--- src/rtl/simd_sat_stage.sv ---
// rtl/simd_sat_stage.sv - 2-stage SIMD saturation/result stage with sticky per-byte status.
// Define SIMD_SAT_CNT_EN to build the 16-bit saturating event counter; otherwise o_sat_count is 0.
module simd_sat_stage (
    input  logic        i_clk,
    input  logic        i_rst_n,
    input  logic        i_in_valid,
    output logic        o_in_ready,
    input  logic [31:0] i_sum,
    input  logic [1:0]  i_width,
    input  logic [3:0]  i_sat_enable,
    input  logic [3:0]  i_sat_sign,
    input  logic [3:0]  i_sat_last,
    output logic        o_out_valid,
    input  logic        i_out_ready,
    output logic [31:0] o_result,
    output logic [1:0]  o_out_width,
    output logic [3:0]  o_sat_flags,
    output logic [3:0]  o_sat_sticky,
    input  logic        i_sticky_clr,
    output logic [15:0] o_sat_count
);

    logic        r_s1_valid;
    logic [31:0] r_s1_sum;
    logic [1:0]  r_s1_width;
    logic [3:0]  r_s1_en;
    logic [3:0]  r_s1_sign;
    logic [3:0]  r_s1_last;

    logic        r_s2_valid;
    logic [31:0] r_s2_result;
    logic [1:0]  r_s2_width;
    logic [3:0]  r_s2_flags;
    logic [3:0]  r_sat_sticky;

    logic        w_s2_adv;
    logic        w_xfer;
    logic [31:0] w_s2_result;

    assign w_s2_adv   = !r_s2_valid || i_out_ready;
    assign o_in_ready = !r_s1_valid || w_s2_adv;
    assign w_xfer     = r_s2_valid && i_out_ready;

    // Saturated byte: MSB is the sign for the element's top byte, all others fill with ~sign.
    always_comb begin
        w_s2_result = r_s1_sum;
        for (int i = 0; i < 4; i++) begin
            if (r_s1_en[i]) begin
                w_s2_result[8*i +: 8] = {(r_s1_last[i] ? r_s1_sign[i] : ~r_s1_sign[i]),
                                         {7{~r_s1_sign[i]}}};
            end
        end
    end

    always_ff @(posedge i_clk or negedge i_rst_n) begin
        if (!i_rst_n) begin
            r_s1_valid <= 1'b0;
            r_s1_sum   <= 32'd0;
            r_s1_width <= 2'd0;
            r_s1_en    <= 4'd0;
            r_s1_sign  <= 4'd0;
            r_s1_last  <= 4'd0;
        end else if (o_in_ready) begin
            r_s1_valid <= i_in_valid;
            if (i_in_valid) begin
                r_s1_sum   <= i_sum;
                r_s1_width <= i_width;
                r_s1_en    <= i_sat_enable;
                r_s1_sign  <= i_sat_sign;
                r_s1_last  <= i_sat_last;
            end
        end
    end

    always_ff @(posedge i_clk or negedge i_rst_n) begin
        if (!i_rst_n) begin
            r_s2_valid  <= 1'b0;
            r_s2_result <= 32'd0;
            r_s2_width  <= 2'd0;
            r_s2_flags  <= 4'd0;
        end else if (w_s2_adv) begin
            r_s2_valid <= r_s1_valid;
            if (r_s1_valid) begin
                r_s2_result <= w_s2_result;
                r_s2_width  <= r_s1_width;
                r_s2_flags  <= r_s1_en;
            end
        end
    end

    // A clear coinciding with a delivery keeps that delivery's flags.
    always_ff @(posedge i_clk or negedge i_rst_n) begin
        if (!i_rst_n) begin
            r_sat_sticky <= 4'd0;
        end else if (i_sticky_clr) begin
            r_sat_sticky <= w_xfer ? r_s2_flags : 4'd0;
        end else if (w_xfer) begin
            r_sat_sticky <= r_sat_sticky | r_s2_flags;
        end
    end

`ifdef SIMD_SAT_CNT_EN
    logic [15:0] r_sat_count;
    logic        w_event;

    assign w_event = w_xfer && (r_s2_flags != 4'd0);

    always_ff @(posedge i_clk or negedge i_rst_n) begin
        if (!i_rst_n) begin
            r_sat_count <= 16'd0;
        end else if (i_sticky_clr) begin
            r_sat_count <= w_event ? 16'd1 : 16'd0;
        end else if (w_event && (r_sat_count != 16'hFFFF)) begin
            r_sat_count <= r_sat_count + 16'd1;
        end
    end

    assign o_sat_count = r_sat_count;
`else
    assign o_sat_count = 16'd0;
`endif

    assign o_out_valid  = r_s2_valid;
    assign o_result     = r_s2_result;
    assign o_out_width  = r_s2_width;
    assign o_sat_flags  = r_s2_flags;
    assign o_sat_sticky = r_sat_sticky;

endmodule

--- config.mk ---
export PLATFORM = sky130hd
export DESIGN_NAME = simd_sat_stage
export DESIGN_NICKNAME = d
export VERILOG_FILES = /design/src/rtl/simd_sat_stage.sv
export SDC_FILE = /design/constraint.sdc
export NUM_CORES = 1
export LEC_CHECK = 0
export ABC_CLOCK_PERIOD_IN_PS = 1200
export BUFFER_PORTS_ARGS = -buffer_cell sky130_fd_sc_hd__buf_2
export CAP_MARGIN = 20
export CORE_MARGIN = 1
export CORE_UTILIZATION = 30
export DETAILED_ROUTE_END_ITERATION = 10
export GPL_ROUTABILITY_DRIVEN = 0
export SETUP_SLACK_MARGIN = 0.2
export SYNTH_ARGS = -nofsm -noshare
export SYNTH_HDL_FRONTEND = slang
export SYNTH_SLANG_ARGS = --single-unit
--- constraint.sdc ---
create_clock -name i_clk -period 1.2 [get_ports i_clk]
set_input_delay 0.36 -clock i_clk [delete_from_list [all_inputs] [get_ports i_clk]]
set_output_delay 0.36 -clock i_clk [all_outputs]
set_load 0.02 [all_outputs]
# Yosys cells after proc, flatten, opt, wreduce, memory -nomap -nowiden
# Index checks and enable logic that the tools add are counted.
dict set report word_totals {
  regBits 90
  inputBits 51
}
dict set report classes {
  n_mux 11
  reduce_logical 8
  bitwise_logic 5
}
# operator count
set ops {}
lappend ops {{two-way mux 8 bit} 4}
lappend ops {{two-way mux 4 bit} 3}
lappend ops {{two-way mux 1 bit} 4}
lappend ops {{inverter 1 bit} 4}
lappend ops {{OR 4 bit} 1}
lappend ops {{AND reduction 2 bit} 2}
lappend ops {{logical NOT 1 bit} 2}
lappend ops {{logical OR 1 bit} 2}
lappend ops {{nonzero test 2 bit} 1}
lappend ops {{logical AND 1 bit} 1}

# Depth between registers and ports, before layout
# Gate-level depths: netlist (run 1).
dict set report depth {
  ltp_word 4
  mapped_depth 6
  depth_no_buf 3
}

# Worst setup path after synthesis (run 1)
# No wires, ideal clock.
dict set report synth_path {
  path_kind {register to register}
  start {register r_s2_valid, in the netlist o_out_valid}
  end {register r_s1_en[2]}
  path_slack_ns -0.495
  arrival_ns 1.570
  path_buffers 1
  period_less_slack_ns 1.695
  stages_incl_launch_ff 5
  path_cell_list {dfrtp_1 nand3b_1 nand2_4 clkbuf_8 mux2_2}
}
dict set report synth_between {
  elab_chain_cells 4
}
# element line
set synth_rtl {}
lappend synth_rtl {{start: declaration} 30} ;# logic r_s2_valid;
lappend synth_rtl {{start signal: assignment} 82} ;# r_s2_valid <= r_s1_valid;
lappend synth_rtl {{logical NOT 1 bit} 40} ;# assign w_s2_adv = !r_s2_valid || i_out_ready;
lappend synth_rtl {{logical OR 1 bit} 40}
lappend synth_rtl {{logical OR 1 bit} 41} ;# assign o_in_ready = !r_s1_valid || w_s2_adv;
lappend synth_rtl {{named net o_in_ready} 7} ;# output logic o_in_ready,
lappend synth_rtl {{AND reduction 2 bit (no line)} --}
lappend synth_rtl {{end signal: assignment} 68} ;# r_s1_en <= i_sat_enable;
lappend synth_rtl {{end: declaration} 26} ;# logic [3:0] r_s1_en;
# The timed path passes the listed nets, and every way through them passes these cells.
# A chain may end at the register's enable or synchronous reset.

# Worst setup path after layout (run 1)
dict set report layout_path {
  start {register r_s2_valid, in the netlist o_out_valid}
  end {register r_s1_sum[4]}
}
dict set report layout_between {
  elab_chain_cells 4
}
# element line
set layout_rtl {}
lappend layout_rtl {{logical NOT 1 bit} 40}
lappend layout_rtl {{logical OR 1 bit} 40}
lappend layout_rtl {{logical OR 1 bit} 41}
lappend layout_rtl {{AND reduction 2 bit (no line)} --}
lappend layout_rtl {{end signal: assignment} 66} ;# r_s1_sum <= i_sum;
lappend layout_rtl {{end: declaration} 24} ;# logic [31:0] r_s1_sum;
# No other way between the ends.

==> impl_metrics.yaml, run 1 <==
worst_hold_path:
  hold_path.startpoint: "i_sum[28]"
  min_path_type: "in2reg"
final_layout:
  antenna_cells: 0
  final_area_mm2: 0.00561
  syn_to_final_growth_pct: 45.1
  final_nets: 492
  drive_gt1_frac: 0.498
  finish.utilization: 0.446
sta:
  finalCritPeriodShare: 1.22
  fin_skew_ns: 0.00632
  fin_ws_ns: -0.264
  final_hold_viol_count: 0
  min_period_ns: 1.46
  max_freq_mhz: 683
  report.final.slew_viol_count: 0
  setup_viol: 126
  rsz0062_at_grt: "true"
cts:
  root_buffer: "clkbuf_16"
  cts_tree: "done"
  cts_buffers: 9
  cts_buffer_depth: 2
  clk_latency_ns: 0.34
  cts_num_sinks: 90
  cts_max_level: 3
  clk_pin_slew_ns: 0.07
power:
  power_density_mw_per_mm2: 1820
  peakVddDrop_mv: 0.537
  power.total_w: 0.0102
  p_leak_nw: 2.60
  power.switching_w: 0.00303
  switching_share: 0.296
  p_seq_frac: 0.400
  clockPowerShare: 0.281
  internal_power_w: 0.00720
  p_comb_frac: 0.319
logic_synthesis:
  ys_seq_area_frac: 0.583
  synthAdderAreaFrac: 0
  synth_area_leader_cell: "dfrtp_1"
  yosysWarnings: 0
  synth_top_area_share: 0.583
  avgSynthCellArea_um2: 12.7
  ys_types: 22
  synthSimpleGateAreaFrac: 0.0693
  synthXorXnorAreaFrac: 0.00906
  ys_ff_latch: 90
  synthCells: 305
  synth-compound-area-share: 0.0971
  muxShareOfSynthArea: 0.164
  syn_area_mm2: 0.00387
  synth_top_family_by_area: "multiplexers"
  synth_area_leaders: "dfrtp_1, mux2_2, nand2b_1, a21oi_1, a31oi_1"
outcome:
  outcome: "complete, but fails checks"
  violations: "setup timing"
placed_design:
  portBuffers: 94
  placed_area_mm2: 0.00464
  dp.final_hpwl_um: 6290
setup_path:
  reg2reg_slack_ns: -0.26
  crit_start: "o_out_valid"
  cp_slowest_cell: "dfrtp_2"
  crit_chain: "nand3b_1 -> buf_4 -> nand2_8 -> bufbuf_16 -> mux2_4"
  cp-endpoint: "r_s1_sum[4]"
  start_kind: "flop"
  path_delay_family: "buffers and inverters"
  crit_arrival_ns: 1.69
  path_depth: 5
  critPathKind: "reg2reg"
  critPathRequiredTime_ns: 1.42
  critPathMaxStageDelay_ns: 0.41
  r2r_start: "o_out_valid"
  reg2reg_to: "r_s1_sum[4]"
  worstRegToRegCells: 5
  path_buf_inv: 2
  critical_path.max_fanout: 6
  end_kind: "flop"
floorplanning:
  die_h_um: 116
  dieArea_mm2: 0.0133
  num_rows: 41
  chipWidth_um: 116
  core_area_mm2: 0.0126
  start_util: 0.308
  ios: 111
routing:
  drt-total-wl_um: 9650
  drc: 0
  drtIter0Drc: 84
  firstDrtPassIters: 4
  vias: 2802
  drtAntennaViolNets: 0
  wl_per_cell_um: 15.6
  vias_per_cell: 4.53
global_route:
  gr-total-overflow: 0
  grt_pass1_vias: 2913
  grt_max_degree: 34
  grt_use_total: 0.158
  grt_first_pass_wirelength_um: 15500
  antenna_found_initial: 0
flow_run:
  drv_cap: 0
## state kept, by name (all words and copies together) (netlist names)
signal	cells
o_result	32
o_out_valid	1
r_s1_sign	4
r_s1_en	4
r_s1_sum	32
o_out_width	2
r_s1_last	4
o_sat_flags	4
o_sat_sticky	4
r_s1_width	2
r_s1_valid	1
## how the worst min path moves through the flow
stage                               to  slack (ns)  cells past startpoint
final                     r_s1_sum[28]        0.24                      2
after global routing       r_s1_sum[1]        0.23                      2
after CTS                 r_s1_sum[28]        0.23                      2
after detailed placement   o_result[1]        0.22                      1
after global placement     o_result[3]        0.22                      1
after floorplan            o_out_valid        0.06                      0
## layout make-up
class | instances | area [µm²]
fillers | 1183 | 6960
flip-flops and latches | 90 | 2250
multi-input cells | 187 | 1490
repair buffers | 149 | 1330
clock buffers | 12 | 256
well taps | 172 | 215
clock inverters | 4 | 50.0
inverters | 4 | 15.0
## power by group through the flow
stage / Sequential, W / Clock [W] / Combinational [W]
after detailed placement: 0.00408 / 0 / 0.00236
after global placement: 0.00407 / 0 / 0.00231
final: 0.00409 / 0.00288 / 0.00326
after CTS: 0.00410 / 0.00296 / 0.00312
after global routing: 0.00417 / 0.00309 / 0.00351
after floorplan: 0.00444 / 0 / 0.00119
## stage by stage
stage / cells / worst slack, ns / hold slack, ns / setup TNS, ns
after floorplan: 320 / -0.380 / 0.0644 / -19.90
after global placement: 565 / -0.293 / 0.223 / -21.06
after detailed placement: 565 / -0.303 / 0.222 / -21.30
after CTS: 605 / -0.260 / 0.233 / -12.86
after global routing: 618 / -0.307 / 0.234 / -19.20
final: 618 / -0.264 / 0.239 / -12.98
## worst reg2reg max path: cells and delay by family, from the launching register on
family,cells,cell delay [ns]
buf+inv,2,0.45
flops,1,0.41
mux,1,0.29
simple gates,2,0.20
## per-layer routing
metal	routed length, µm	vias to the layer above	track usage
li1	-	1313	-
met1	4590	1400	0.211
met2	4570	77	0.253
met3	358	12	0.0335
met4	144	0	0.0597
met5	0	-	0
## cell usage after synthesis
| master | n |
|---|---|
| a21oi_1 | 36 |
| a31oi_1 | 28 |
| and2_4 | 1 |
| buf_2 | 1 |
| buf_4 | 16 |
| buf_6 | 7 |
| clkbuf_1 | 14 |
| clkbuf_8 | 2 |
| conb_1 | 1 |
| dfrtp_1 | 90 |
| inv_1 | 4 |
| mux2_1 | 1 |
| mux2_2 | 49 |
| mux2_4 | 2 |
| mux2i_1 | 4 |
| nand2_4 | 1 |
| nand2b_1 | 34 |
| nand3_1 | 4 |
| nand3b_1 | 1 |
| o21ai_0 | 4 |
| or2b_1 | 1 |
| xnor2_1 | 4 |
## what timing repair did
action / in CTS / in global routing
pin swaps: 2 / 1
endpoints found under the hold margin: 8 / 0
buffers inserted: 19 / 13
hold buffers: 1 / 0
endpoints found under the setup margin: 130 / 130
resized for setup: 101 / 0
cloned: 4 / 0
## layout by cell type (no fill, tap or decap), types with 2 or more instances in the layout
cell / instances
inv_1: 4
mux2i_1: 4
and2_4: 2
clkinvlp_4: 2
buf_4: 43
a31oi_1: 28
a21oi_2: 4
clkbuf_8: 2
o21ai_0: 4
buf_16: 2
nand2b_1: 34
mux2_2: 25
clkbuf_16: 9
conb_1: 16
nand3_1: 4
a21oi_1: 32
xnor2_1: 4
dfrtp_1: 89
buf_6: 45
buf_12: 7
mux2_4: 26
buf_2: 49
## logic make-up after synthesis
| group | after synthesis |
|---|---|
| DFF | 90 |
| buffers and inverters | 44 |
| muxes | 56 |
| and+or+nand+nor | 42 |
| xor gates and xnor gates | 4 |
| other | 1 |
| AOI/OAI and AO/OA | 68 |
Power figures use the tool's default switching activity.
==> inputs of run 2 (changes only) <==
==> constraint.sdc (replaced) <==
create_clock -name i_clk -period 1.2 [get_ports i_clk]
set_input_delay 0.36 -clock i_clk [delete_from_list [all_inputs] [get_ports i_clk]]
set_output_delay 0.36 -clock i_clk [all_outputs]
set_load 0.01 [all_outputs]
==> impl_metrics.yaml, run 2 (synthesis results as in run 1) <==
flow_run:
  drv_cap: 0
final_layout:
  syn_to_final_growth_pct: 43.0
  fillers: 1229
  final_common_cell: "dfrtp_1"
  fin_cells: 628
  seqCellArea_mm2: 0.00225
  final_cell_mix: "dfrtp_1, buf_2, buf_4"
  antenna_cells: 0
  multi_input_area_mm2: 0.00153
  drive_gt1_frac: 0.515
  final_area_mm2: 0.00553
  final_nets: 502
global_route:
  grt_first_pass_wirelength_um: 14600
  grt_pass1_vias: 2819
  grt_max_degree: 28
  antenna_found_initial: 0
  gr-total-overflow: 0
  grt_use_total: 0.149
sta:
  max_freq_mhz: 724
  rsz0062_at_grt: "true"
  setup-tns-final_ns: -10.21
  report.final.slew_viol_count: 0
  min_period_ns: 1.38
  fin_skew_ns: 0.00524
  final_hold_viol_count: 0
  fin_ws_ns: -0.182
  finalCritPeriodShare: 1.15
  setup_viol: 122
cts:
  clk_pin_slew_ns: 0.06
  cts_tree: "done"
  root_buffer: "clkbuf_16"
  cts_buffers: 9
  cts_num_sinks: 90
  cts_buffer_depth: 2
  cts_max_level: 3
  clk_latency_ns: 0.34
floorplanning:
  dieArea_mm2: 0.0133
  num_rows: 41
  die_h_um: 116
  chipWidth_um: 116
  start_util: 0.308
  ios: 111
  core_area_mm2: 0.0126
placed_design:
  dp_slack_ns: -0.304
  dp.final_hpwl_um: 6300
  place_inst: 566
  portBuffers: 94
  placed_area_mm2: 0.00465
worst_hold_path:
  min_path_type: "in2reg"
  hold_path.startpoint: "i_sum[28]"
setup_path:
  crit_start: "o_out_valid"
  end_kind: "primary output"
  critPathKind: "reg2out"
  critPathRequiredTime_ns: 0.84
  start_kind: "flop"
  crit_arrival_ns: 1.02
  r2r_start: "r_s1_valid"
  critical_path.max_fanout: 3
routing:
  drt-total-wl_um: 9910
  vias_per_cell: 4.41
  firstDrtPassIters: 6
  wl_per_cell_um: 15.8
  drtAntennaViolNets: 0
  drc: 0
  vias: 2772
  drtIter0Drc: 123
power:
  peakVddDrop_mv: 0.639
  p_leak_nw: 2.60
  power_density_mw_per_mm2: 1720
outcome:
  violations: "setup timing"
  outcome: "complete, but fails checks"
## run 2: worst paths after layout
path | to | slack [ns] | cells past startpoint
max in group asynchronous | o_sat_flags[0] | 0.31 | 3
setup / recovery | o_in_ready | -0.18 | 2
setup reg to reg | r_s1_last[1] | -0.18 | 5
hold / removal | r_s1_sum[28] | 0.24 | 2
min in group asynchronous | r_s1_sum[2] | 0.45 | 2
hold reg to reg | r_s1_sum[28] | 0.49 | 1
## run 2: worst max-delay path, cell delays in order, from the launching register on
cell and delay, ns:
dfrtp_2 0.40, nand3b_1 0.12, buf_2 0.16
## run 2: area by class of cell
class	instances	area share
clock buffer	11	0.0421
clock inverter	5	0.00995
inverter	4	0.00271
multi-input combinational	187	0.277
sequential	90	0.407
tap	172	0.0389
timing repair buffer	159	0.222
## run 2: routing by layer
| layer | share of wire | global-route usage |
|---|---|---|
| met3 | 0.030 | 0.0241 |
| met4 | 0.018 | 0.0745 |
| met5 | 0 | 0 |
| met1 | 0.44 | 0.190 |
| met2 | 0.51 | 0.246 |
## run 2: where the power goes
part | internal [W] | total [W] | switching [W]
clock | 0.00161 | 0.00276 | 0.00115
combinational | 0.00157 | 0.00271 | 0.00114
sequential | 0.00363 | 0.00402 | 0.000390
total | 0.00681 | 0.00950 | 0.00269
## run 2: through the flow
| step | util | total power, W | hold slack (ns) |
|---|---|---|---|
| CTS | 0.415 | 0.00929 | 0.228 |
| global placement | 0.370 | 0.00607 | 0.253 |
| global route | 0.440 | 0.0100 | 0.228 |
| finish | 0.440 | 0.00950 | 0.235 |
| floorplan | - | 0.00532 | 0.0644 |
| detailed placement | 0.370 | 0.00613 | 0.254 |
## run 2: timing repair
item,CTS,global route
pin swaps,2,1
endpoints found under the setup margin,129,132
endpoints found under the hold margin,12,0
buffers inserted,21,15
hold buffers,1,0
gates resized for setup,24,11
cloned,2,7
==> inputs of run 3 (changes only) <==
Settings changed: MAX_ROUTING_LAYER set to met4, PLACE_DENSITY_LB_ADDON set to 0.25.
==> impl_metrics.yaml, run 3 (synthesis results as in run 1) <==
outcome:
  outcome: "complete, but fails checks"
  violations: "setup timing"
floorplanning:
  chipWidth_um: 116
  start_util: 0.308
  ios: 111
  dieArea_mm2: 0.0133
  core_area_mm2: 0.0126
  die_h_um: 116
  num_rows: 41
placed_design:
  dp_slack_ns: -0.338
  dp.final_hpwl_um: 6200
  portBuffers: 94
setup_path:
  critPathKind: "reg2reg"
  end_kind: "flop"
  crit_arrival_ns: 1.63
  critPathRequiredTime_ns: 1.42
  start_kind: "flop"
  critical_path.max_fanout: 13
global_route:
  gr-total-overflow: 0
  grt_pass1_vias: 2884
  grt_first_pass_wirelength_um: 15200
  antenna_found_initial: 1
  grt_use_total: 0.161
  grt_max_degree: 67
final_layout:
  final_cell_mix: "dfrtp_1, buf_2, buf_4"
  syn_to_final_growth_pct: 48.2
  fillers: 1196
  drive_gt1_frac: 0.563
  final_nets: 501
  seqCellArea_mm2: 0.00225
  final_common_cell: "dfrtp_1"
  multi_input_area_mm2: 0.00170
power:
  p_leak_nw: 2.61
  peakVddDrop_mv: 0.639
  power_density_mw_per_mm2: 1690
  power.total_w: 0.00970
sta:
  max_freq_mhz: 711
  finalCritPeriodShare: 1.17
  fin_skew_ns: 0.00711
  final_hold_viol_count: 0
  maxSlewHeadroom: 0.627
  worst_pin_slew_ns: 0.559
  report.final.slew_viol_count: 0
  rsz0062_at_grt: "true"
  min_period_ns: 1.41
  fin_ws_ns: -0.207
  setup_viol: 125
cts:
  cts_buffers: 9
  clk_latency_ns: 0.34
  cts_tree: "done"
  postCtsHoldBufs: 0
  root_buffer: "clkbuf_16"
  cts_buffer_depth: 2
  cts_num_sinks: 90
  cts_max_level: 3
  clk_pin_slew_ns: 0.07
routing:
  drt-total-wl_um: 10000
  drc: 0
  drtAntennaViolNets: 0
  drtIter0Drc: 70
  wl_per_cell_um: 16.0
  vias_per_cell: 4.50
  firstDrtPassIters: 4
  vias: 2827
worst_hold_path:
  min_path_type: "in2async"
flow_run:
  drv_cap: 0
run 3: cell types whose count changed in the layout (fill, tap and decap cells not counted), sizes merged:
cell,change
buf,+2
dlygate4sd3,-1
clkinv,+1
clkbuf,-1
bufinv,-1
clkinvlp,-1
diode,+1
run 3: per-layer routing:
metal | up-vias | share of wire | GRT usage | wire length (µm)
met5 | - | 0 | - | 0
met4 | 0 | 0.014 | 0.0597 | 138
met1 | 1399 | 0.48 | 0.206 | 4840
met3 | 13 | 0.047 | 0.0366 | 471
li1 | 1330 | - | - | -
met2 | 85 | 0.46 | 0.248 | 4570
run 3: cell type report:
| cell class | instances | share of cell area |
|---|---|---|
| inverter | 4 | 0.00262 |
| timing repair buffer | 158 | 0.220 |
| tap | 172 | 0.0376 |
| antenna | 1 | 0.000437 |
| clock buffer | 12 | 0.0448 |
| multi-input combinational | 187 | 0.297 |
| clock inverter | 4 | 0.00459 |
| sequential | 90 | 0.393 |
run 3: power breakdown:
part           switching, W  internal, W
Clock               0.00119      0.00152
Combinational       0.00129      0.00169
Sequential         0.000375      0.00363
run 3: final timing paths:
check,from,to,slack [ns],cells past startpoint
max in group asynchronous,i_rst_n,o_out_valid,0.88,2
min in group i_clk,i_sum[28],r_s1_sum[28],0.23,2
min,i_rst_n,r_s1_en[0],0.02,2
max reg2reg,r_s1_valid,r_s1_sum[26],-0.21,5
max,r_s1_valid,r_s1_sum[26],-0.21,5
min reg2reg,r_s1_sum[28],r_s1_sum[28],0.49,1
run 3: critical path, cell delays in order (launching register included):
cell	delay, ns
dfrtp_1	0.36
nand3b_1	0.14
buf_4	0.18
nand2_8	0.11
buf_12	0.16
mux2_2	0.34
run 3: per-stage QoR:
step | cell area, µm² | hold WS (ns) | util | cells | setup TNS (ns)
after floorplan | 4060 | 0.0644 | - | 320 | -11.37
after global placement | 4620 | 0.388 | 0.367 | 565 | -16.81
after detailed placement | 4620 | 0.398 | 0.367 | 565 | -18.72
after CTS | 5400 | 0.0315 | 0.429 | 612 | -11.39
after global routing | 5730 | 0.0436 | 0.456 | 628 | -18.79
final | 5730 | 0.0236 | 0.456 | 628 | -11.62
run 3: repair_timing:
item                                    CTS  global route
setup buffers                            25            13
endpoints found under the setup margin  128           129
pin swaps                                 2             1
gates resized for setup                  39            26
gates cloned                              6             2
